[src/rtl/pad_poller.sv]
// -----------------------------------------------------------------------------
// pad_poller
//   Scans a Mega Drive / Genesis DB9 pad wired directly to the core. TH is
//   driven through the 8-phase 6-button select sequence, the six data lines
//   are sampled at the end of each phase, and the decoded buttons are
//   presented as active-high bits in the order the console I/O port
//   emulation expects.
//
//   Optional build macro: PAD_DEBOUNCE_EN
//     defined     - a scan's result only commits when it equals the result of
//                   the scan before it; the first scan after reset never
//                   commits.
//     not defined - every completed scan commits.
//
// Parameters
//   SETTLE_CYCLES  CE ticks TH is held per phase before sampling (2..255)
//   POLL_CYCLES    CE ticks idle between scans (1..2^20-1); must outlast the
//                  pad's select-counter timeout
//
// Ports
//   CLK      in   core clock
//   RESET    in   synchronous, active-high reset
//   CE       in   clock enable; every counter advances only when CE=1
//   PAD_D    in   [5:0] raw DB9 D0..D5, active low
//   PAD_TH   out  select line to the pad (registered)
//   PAD_TR   out  tied high so the pad keeps TR as an output
//   BTN      out  [11:0] active-high buttons:
//                 [0]UP [1]DOWN [2]LEFT [3]RIGHT [4]A [5]B [6]C [7]START
//                 [8]MODE [9]X [10]Y [11]Z
//   PRESENT  out  Genesis-type pad seen on the last committed scan
//   SIX_BTN  out  6-button pad seen on the last committed scan
//   VALID    out  one-CLK pulse when BTN/PRESENT/SIX_BTN update
// -----------------------------------------------------------------------------
module pad_poller #(
  parameter int SETTLE_CYCLES = 8,
  parameter int POLL_CYCLES   = 16000
) (
  input  logic        CLK,
  input  logic        RESET,
  input  logic        CE,
  input  logic [5:0]  PAD_D,
  output logic        PAD_TH,
  output logic        PAD_TR,
  output logic [11:0] BTN,
  output logic        PRESENT,
  output logic        SIX_BTN,
  output logic        VALID
);

  typedef enum logic [0:0] {
    ST_WAIT = 1'b0,
    ST_SCAN = 1'b1
  } state_t;

  localparam logic [19:0] POLL_LAST   = 20'(POLL_CYCLES - 1);
  localparam logic [19:0] SETTLE_LAST = 20'(SETTLE_CYCLES - 1);

  // Apply the pad-type masking to a raw scan result.
  // Returns {six, present, btn[11:0]}.
  function automatic logic [13:0] mask_result(
    input logic [11:0] btn,
    input logic        present,
    input logic        six
  );
    logic [13:0] res;
    if (!present) begin
      res = 14'h0000;
    end else if (!six) begin
      res = {1'b0, 1'b1, 4'h0, btn[7:0]};
    end else begin
      res = {1'b1, 1'b1, btn};
    end
    return res;
  endfunction

  state_t      state_q, state_d;
  logic [19:0] cnt_q, cnt_d;
  logic [2:0]  phase_q, phase_d;
  logic        th_q, th_d;

  // Scratch collected during a scan, in BTN bit order.
  logic [11:0] scr_btn_q, scr_btn_d;
  logic        scr_present_q, scr_present_d;
  logic        scr_six_q, scr_six_d;

  logic [11:0] btn_q, btn_d;
  logic        present_q, present_d;
  logic        six_q, six_d;
  logic        valid_q, valid_d;

`ifdef PAD_DEBOUNCE_EN
  logic [13:0] prev_q, prev_d;
  logic        prev_vld_q, prev_vld_d;
`endif

  logic [13:0] cand_s;

  // Candidate result built from the completed scratch (ph6 is already
  // registered by the time ph7 ends).
  assign cand_s = mask_result(scr_btn_q, scr_present_q, scr_six_q);

  // Next-state logic: poll timer, phase walk, sampling and commit.
  always_comb begin
    state_d       = state_q;
    cnt_d         = cnt_q;
    phase_d       = phase_q;
    th_d          = th_q;
    scr_btn_d     = scr_btn_q;
    scr_present_d = scr_present_q;
    scr_six_d     = scr_six_q;
    btn_d         = btn_q;
    present_d     = present_q;
    six_d         = six_q;
    valid_d       = 1'b0;
`ifdef PAD_DEBOUNCE_EN
    prev_d        = prev_q;
    prev_vld_d    = prev_vld_q;
`endif

    case (state_q)
      ST_WAIT: begin
        th_d = 1'b1;
        if (CE) begin
          if (cnt_q == POLL_LAST) begin
            state_d = ST_SCAN;
            cnt_d   = 20'd0;
            phase_d = 3'd0;
            th_d    = 1'b1;
          end else begin
            cnt_d = cnt_q + 20'd1;
          end
        end else begin
          cnt_d = cnt_q;
        end
      end

      ST_SCAN: begin
        if (CE) begin
          if (cnt_q == SETTLE_LAST) begin
            cnt_d = 20'd0;

            // Sample the phase that is ending.
            case (phase_q)
              3'd0: begin
                scr_btn_d[3:0] = ~PAD_D[3:0];
                scr_btn_d[5]   = ~PAD_D[4];
                scr_btn_d[6]   = ~PAD_D[5];
              end
              3'd1: begin
                scr_btn_d[4]  = ~PAD_D[4];
                scr_btn_d[7]  = ~PAD_D[5];
                // A Genesis pad grounds D2/D3 while TH is low.
                scr_present_d = (PAD_D[3:2] == 2'b00);
              end
              3'd5: begin
                // Only a 6-button pad drives all four low on the third TH low.
                scr_six_d = (PAD_D[3:0] == 4'b0000);
              end
              3'd6: begin
                scr_btn_d[11] = ~PAD_D[0];
                scr_btn_d[10] = ~PAD_D[1];
                scr_btn_d[9]  = ~PAD_D[2];
                scr_btn_d[8]  = ~PAD_D[3];
              end
              default: begin
                scr_btn_d = scr_btn_q;
              end
            endcase

            if (phase_q == 3'd7) begin
              state_d = ST_WAIT;
              phase_d = 3'd0;
              th_d    = 1'b1;
`ifdef PAD_DEBOUNCE_EN
              prev_d     = cand_s;
              prev_vld_d = 1'b1;
              if (prev_vld_q && (prev_q == cand_s)) begin
                btn_d     = cand_s[11:0];
                present_d = cand_s[12];
                six_d     = cand_s[13];
                valid_d   = 1'b1;
              end else begin
                valid_d = 1'b0;
              end
`else
              btn_d     = cand_s[11:0];
              present_d = cand_s[12];
              six_d     = cand_s[13];
              valid_d   = 1'b1;
`endif
            end else begin
              phase_d = phase_q + 3'd1;
              // Next phase is even (TH high) exactly when this one is odd.
              th_d    = phase_q[0];
            end
          end else begin
            cnt_d = cnt_q + 20'd1;
          end
        end else begin
          cnt_d = cnt_q;
        end
      end

      default: begin
        state_d = ST_WAIT;
        cnt_d   = 20'd0;
        phase_d = 3'd0;
        th_d    = 1'b1;
      end
    endcase
  end

  // State, scratch and output registers; reset discards any partial scan.
  always_ff @(posedge CLK) begin
    if (RESET) begin
      state_q       <= ST_WAIT;
      cnt_q         <= 20'd0;
      phase_q       <= 3'd0;
      th_q          <= 1'b1;
      scr_btn_q     <= 12'h000;
      scr_present_q <= 1'b0;
      scr_six_q     <= 1'b0;
      btn_q         <= 12'h000;
      present_q     <= 1'b0;
      six_q         <= 1'b0;
      valid_q       <= 1'b0;
`ifdef PAD_DEBOUNCE_EN
      prev_q        <= 14'h0000;
      prev_vld_q    <= 1'b0;
`endif
    end else begin
      state_q       <= state_d;
      cnt_q         <= cnt_d;
      phase_q       <= phase_d;
      th_q          <= th_d;
      scr_btn_q     <= scr_btn_d;
      scr_present_q <= scr_present_d;
      scr_six_q     <= scr_six_d;
      btn_q         <= btn_d;
      present_q     <= present_d;
      six_q         <= six_d;
      valid_q       <= valid_d;
`ifdef PAD_DEBOUNCE_EN
      prev_q        <= prev_d;
      prev_vld_q    <= prev_vld_d;
`endif
    end
  end

  assign PAD_TH  = th_q;
  assign PAD_TR  = 1'b1;
  assign BTN     = btn_q;
  assign PRESENT = present_q;
  assign SIX_BTN = six_q;
  assign VALID   = valid_q;

endmodule

[config.mk]
export PLATFORM = sky130hd
export DESIGN_NAME = pad_poller
export DESIGN_NICKNAME = d
export VERILOG_FILES = /design/src/rtl/pad_poller.sv
export SDC_FILE = /design/constraint.sdc
export NUM_CORES = 1
export LEC_CHECK = 0
export CORE_ASPECT_RATIO = 1.5
export CORE_MARGIN = 5
export CORE_UTILIZATION = 45
export DETAILED_ROUTE_END_ITERATION = 16
export PLACE_DENSITY = 0.65
export SLEW_MARGIN = 20
export SYNTH_ARGS = -nofsm -noshare
export SYNTH_HDL_FRONTEND = slang
export SYNTH_SLANG_ARGS = --single-unit
[constraint.sdc]
create_clock -name CLK -period 2.3 [get_ports CLK]
set_input_delay 0.23 -clock CLK [delete_from_list [all_inputs] [get_ports CLK]]
set_output_delay 0.23 -clock CLK [all_outputs]
set_load 0.1 [all_outputs]
==> flow_summary.ini, run 1 <==
[setup_path]
critical_path.top_delay_family = simple AND/OR/NAND/NOR gates
rr_worst_depth = 5
timing.rr.end = BTN[5]
end_kind = flop
rr_startpoint = cnt_q[15]
crit_type = reg2reg
crit_slowest_cell = and2_1
required_ns = 2.50
critPathBufInv = 1
crit_chain = nor4_2, and2_1, nand4_4, buf_4, mux2i_1
cp_slowest_stage_delay_ns = 0.47
worst_ep_arrival_time_ns = 2.04
crit_fanout = 12
reg2reg_slack_ns = 0.47
crit_path_start_kind = flop

[routing]
vias = 2144
dr.pass1.iters = 4
drcViolationCount = 0
drtIter0Drc = 144
postRouteAntennaNets = 0
vias_per_cell = 5.672
wl_per_cell_um = 14.96
wl_mm = 5.653

[cts]
post_cts_buffers = 0
clock-sinks = 54
clock_latency_ns = 0.31
numCtsBuffers = 5
cts_root_buffer = clkbuf_8
clk_pin_slew_ns = 0.10
holdBufCountCts = 0
clk_path_buf_depth = 2
cts-resized-gates = 0
cts_tree = built
h-tree-depth = 2

[floorplan]
die_w_um = 72.91
die_area_um2 = 7609
pin_count = 26
die_h_um = 104.4
initial_core_util = 0.4617
placementRows = 34
core_um2 = 5786

[synth]
postSynthAreaPerCell_um2 = 9.275
synthAdderAreaFrac = 0.02810
syn-num-nets = 303
synthSimpleGateAreaFrac = 0.2848
netlist.area_leader.share = 0.4047
synth_area_um2 = 2671
seq_area_frac_synth = 0.4047
synthCells = 288
netlist_top_cells_area = dfxtp_1 (40%), mux2i_1 (5.2%), a211oi_1 (3.4%), nand2b_1 (3.3%), nand2_1 (3.1%)
synth_compound_area_frac = 0.1246
synth_cell_types = 39
synthMuxAreaShare = 0.06511
synth_seq_cells = 54
synth_xor_area_frac = 0.03607
synthFlopType = dfxtp_1
synth_top_area_cell = dfxtp_1
async_flop_share = 0
synth-warning-count = 0
synth_edf_count = 0
synth_top_family_by_area = simple AND/OR/NAND/NOR gates

[sta]
finalHoldViolCount = 0
fmax_mhz = 545.0
setup_viol = 0
fin_setup_tns_ns = 0
period_needed_ns = 1.835
layout_setup_ws_ns = 0.4651
slew_viol_final = 0
period_share = 0.7978
rsz0062_at_grt = no
whs_ns = 0.2841
fin_skew_ns = 0.008757

[global_routing]
grt_pass1_wl_mm = 9.804
grt_remaining_overflow = 0
track_usage = 0.1581
grt_max_degree = 45
grt_antenna_before_repair = 0
grt_pass1_vias = 2061

[placed_design]
preCtsSetupSlack_ns = 0.1801
dpl.hpwl_mm = 3.996
port_buffers = 24
gp_congestion = 0.7457

[cells_and_area]
drive_above_1_share = 0.1438
area_growth_pct = 13.40
fin_nets = 320
insertedDiodeCount = 0

[power]
combPwrFrac = 0.036
leakage_nw = 1.154
p_int_mw = 1.290
p_per_area_nw_per_um2 = 544.3
p_sw_frac = 0.2177
power_frac_seq = 0.571
p_switching_mw = 0.3589
clockPowerShare = 0.393
peakVddDrop_mv = 0.3553

[hold_path]
holdPathEnd = scr_btn_q[3]
min-delay-start = RESET
hold_path_class = in2reg
hold_path_depth = 2

[run_status]
status = complete, no violations

[run]
cap_violations = 0
-- state kept, by name (all words and copies together), names as in the netlist, 3 cells and up --
name,cells
cnt_q,20
scr_btn_q,12
BTN,12
phase_q,3
-- per-stage QoR --
step | power (mW) | area [µm²] | instances | util
2_1_floorplan | 0.9963 | 2671 | 288 | -
5_1_grt | 1.709 | 3029 | 378 | 0.5236
4_1_cts | 1.666 | 3029 | 378 | 0.5236
3_5_place_dp | 1.022 | 2917 | 370 | 0.5041
3_3_place_gp | 1.023 | 2917 | 370 | 0.5041
6_report | 1.649 | 3029 | 378 | 0.5236
-- Yosys cell counts (4+ instances only) --
master    number
buf_4          7
nand2_1       22
nor2b_1        6
a211oi_1      12
and4_1         5
nor3_1        14
buf_2          4
xor2_1         8
clkbuf_1      10
nand4_1        6
nand3_1        9
nor2_1         7
a21oi_1        7
o21ai_0       13
a41oi_1        6
mux2i_1       14
inv_1          4
dfxtp_1       54
ha_1           6
and2_1         4
and3_1        11
or3_1         13
nand2b_1      14
-- worst max-delay path by stage --
| stage | from | to | slack, ns | cells past startpoint |
|---|---|---|---|---|
| global route | cnt_q[0] | VALID | 0.27 | 5 |
| global placement | CE | scr_present_q | 0.23 | 5 |
| finish | cnt_q[15] | BTN[5] | 0.47 | 5 |
| CTS | cnt_q[15] | BTN[5] | 0.45 | 5 |
| detailed placement | CE | cnt_q[17] | 0.18 | 5 |
| floorplan | cnt_q[0] | phase_q[2] | 0.64 | 7 |
-- power by group through the flow --
stage | logic [mW] | clock network [mW] | registers [mW]
detailed placement | 0.0594 | 0 | 0.963
finish | 0.0592 | 0.648 | 0.941
global route | 0.0648 | 0.703 | 0.942
CTS | 0.0598 | 0.665 | 0.941
global placement | 0.0597 | 0 | 0.963
floorplan | 0.0341 | 0 | 0.962
-- cell usage in the layout (no fill, tap or decap), types with 7 or more instances in the layout --
cell              n
dfxtp_1          54
buf_4            23
nand2_1          22
nor3_1           14
nand2b_1         14
mux2i_1          14
o21ai_0          13
or3_1            13
a211oi_1         12
and3_1           11
nand3_1           9
xor2_1            8
nor2_1            7
a21oi_1           7
clkdlybuf4s50_1   7
-- final cells by class --
cell class,instances,area [µm²]
well taps,72,90.09
flip-flops and latches,54,1081
repair buffers,33,287.8
clock inverters,3,43.79
fillers,574,2756
inverters,4,15.01
multi-input cells,207,1443
clock buffers,5,68.82
-- kinds of logic (layout without fill, tap and decap cells) --
logic type,Yosys count,after routing
mux,17,17
flops,54,54
xor+xnor,11,11
compound gates,47,47
fa+ha+maj,6,6
simple gates,125,125
other cells,1,1
buf+inv,27,45
-- layer usage --
layer  track usage  wire length (µm)  vias to the layer above  part of all wire
li1              -                 -                     1078                 -
met1        0.1900              2431                     1027              0.43
met2        0.2726              2927                       31              0.52
met3       0.02805               199                        8             0.035
met4       0.05937                94                        0             0.017
met5             0                 0                        -                 0
(Power assumes the default switching activity.)
==> run 2: changes to the inputs <==
clock period = 1.7 ns   (was 2.3 ns; I/O delays follow)
==> run 2 against run 1 <==
Against the previous run:
- the run now ends with setup timing left
- worst setup slack got worse by 0.51 ns
- critical path depth is the same
- clock-buffer cell count grew 1
- fmax rose by 4.9%
- critical endpoint is now cnt_q[10]
- largest power group unchanged
==> flow_summary.ini, run 2 (synthesis gave the netlist of run 1 again) <==
[setup_path]
reg2reg_slack_ns = -0.05
end_kind = flop
critPathBufInv = 1
rr_worst_depth = 5
crit_slowest_cell = o32ai_4
cp_slowest_stage_delay_ns = 0.42
path_depth = 5
crit_fanout = 6
crit_chain = nor4_4, nand4_1, o32ai_4, buf_4, nor3_1
required_ns = 1.90
worst_ep_arrival_time_ns = 1.95
critical_path.top_delay_family = simple AND/OR/NAND/NOR gates
crit_type = reg2reg
crit_path_start_kind = flop

[cells_and_area]
area_growth_pct = 27.96
insertedDiodeCount = 0
drive_above_1_share = 0.2841
fin_nets = 359
final_area_um2 = 3418
final_cell_mix = buf_4 (59), dfxtp_1 (48), nand2_1 (22)
largest_reg_flops = 20
multiInputGateArea_um2 = 1529
seq_area_um2 = 1089
final_common_cell = buf_4
fill_cells = 538
top_register = cnt_q

[cts]
clk_pin_slew_ns = 0.09
cts_tree = built
clock-sinks = 54
cts_root_buffer = clkbuf_8
h-tree-depth = 2
numCtsBuffers = 5
holdBufCountCts = 0
clk_path_buf_depth = 2
clock_latency_ns = 0.31

[hold_path]
hold_path_class = in2reg
hold_path_depth = 2

[floorplan]
placementRows = 34
die_w_um = 72.91
die_h_um = 104.4
core_um2 = 5786
die_area_um2 = 7609
initial_core_util = 0.4617
pin_count = 26

[placed_design]
dpl.hpwl_mm = 4.507
placed_cell_area_um2 = 3172
port_buffers = 24
gp_congestion = 0.8566

[global_routing]
grt_remaining_overflow = 0
grt_max_degree = 20
track_usage = 0.1689
grt_antenna_before_repair = 0
grt_pass1_wl_mm = 10.29
grt_pass1_vias = 2244

[run_status]
violations = setup timing
status = finished, violations left

[power]
p_switching_mw = 0.4793
leakage_nw = 1.368
clockPowerShare = 0.387
p_sw_frac = 0.2149
combPwrFrac = 0.041
p_int_mw = 1.751
power_frac_seq = 0.572
peakVddDrop_mv = 0.5083
p_per_area_nw_per_um2 = 652.4

[sta]
fin_skew_ns = 0.009717
layout_setup_ws_ns = -0.04900
rsz0062_at_grt = yes
fmax_mhz = 571.8
slew_viol_final = 0
finalHoldViolCount = 0
period_needed_ns = 1.749
period_share = 1.029
fin_setup_tns_ns = -0.4958
whs_ns = 0.2810
setup_viol = 21

[routing]
wl_per_cell_um = 15.06
vias = 2307
wl_mm = 6.281
dr.pass1.iters = 4
postRouteAntennaNets = 0
drcViolationCount = 0
drtIter0Drc = 147
vias_per_cell = 5.532

[run]
cap_violations = 0
[run 2: cell types whose count changed in the layout (fill, tap and decap cells not counted), moves of 2 or more]
cell and delta:
buf_4 +36, dfxtp_2 +6, buf_6 +2, and4_1 -2
nor4_4 +2, dfxtp_1 -6, nor3_1 -2, and4_4 +2
[run 2: layout make-up]
class                   instances  area share
multi-input cells             207      0.4473
repair buffers                 72      0.1713
clock buffers                   6     0.02123
flip-flops and latches         54      0.3184
inverters                       4    0.004392
clock inverters                 2     0.01098
well taps                      72     0.02635
[run 2: power groups by stage]
stage / logic [mW] / clock network [mW] / registers [mW]
3_3_place_gp: 0.0890 / 0 / 1.30
4_1_cts: 0.0909 / 0.895 / 1.27
5_1_grt: 0.0990 / 0.947 / 1.28
2_1_floorplan: 0.0461 / 0 / 1.30
3_5_place_dp: 0.0903 / 0 / 1.30
6_report: 0.0923 / 0.862 / 1.28
[run 2: per-layer routing]
metal / routed length [µm] / track usage / vias up
met3: 266 / 0.03095 / 14
met5: 0 / 0 / -
met4: 182 / 0.06992 / 0
met2: 3371 / 0.3049 / 43
met1: 2460 / 0.1869 / 1091
li1: - / - / 1159
[run 2: final timing paths]
check | startpoint | end
max | cnt_q[14] | cnt_q[10]
min | RESET | cnt_q[6]
max reg2reg | cnt_q[14] | cnt_q[10]
min reg2reg | scr_btn_q[11] | BTN[11]
[run 2: what timing repair did]
action / in CTS / in global routing
hold endpoints to repair: 0 / 0
endpoints found under the setup margin: 3 / 53
cloned: 0 / 2
gates resized for setup: 2 / 26
buffers inserted: 0 / 3
pin swaps: 0 / 6
[run 2: worst register-to-register path: stages (launching register included)]
cell and delay [ns]:
dfxtp_2 0.35, nor4_4 0.36, nand4_1 0.23, o32ai_4 0.42, buf_4 0.24, nor3_1 0.06
[run 2: per-stage QoR]
step                      cells  power [mW]  worst slack, ns    util
final                       417       2.230         -0.04900  0.5908
after global routing        417       2.323          -0.1863  0.5908
after CTS                   412       2.258         0.002534  0.5690
after detailed placement    404       1.392          -0.1675  0.5482
after global placement      404       1.391          -0.1525  0.5482
after floorplan             288       1.348          0.03517       -
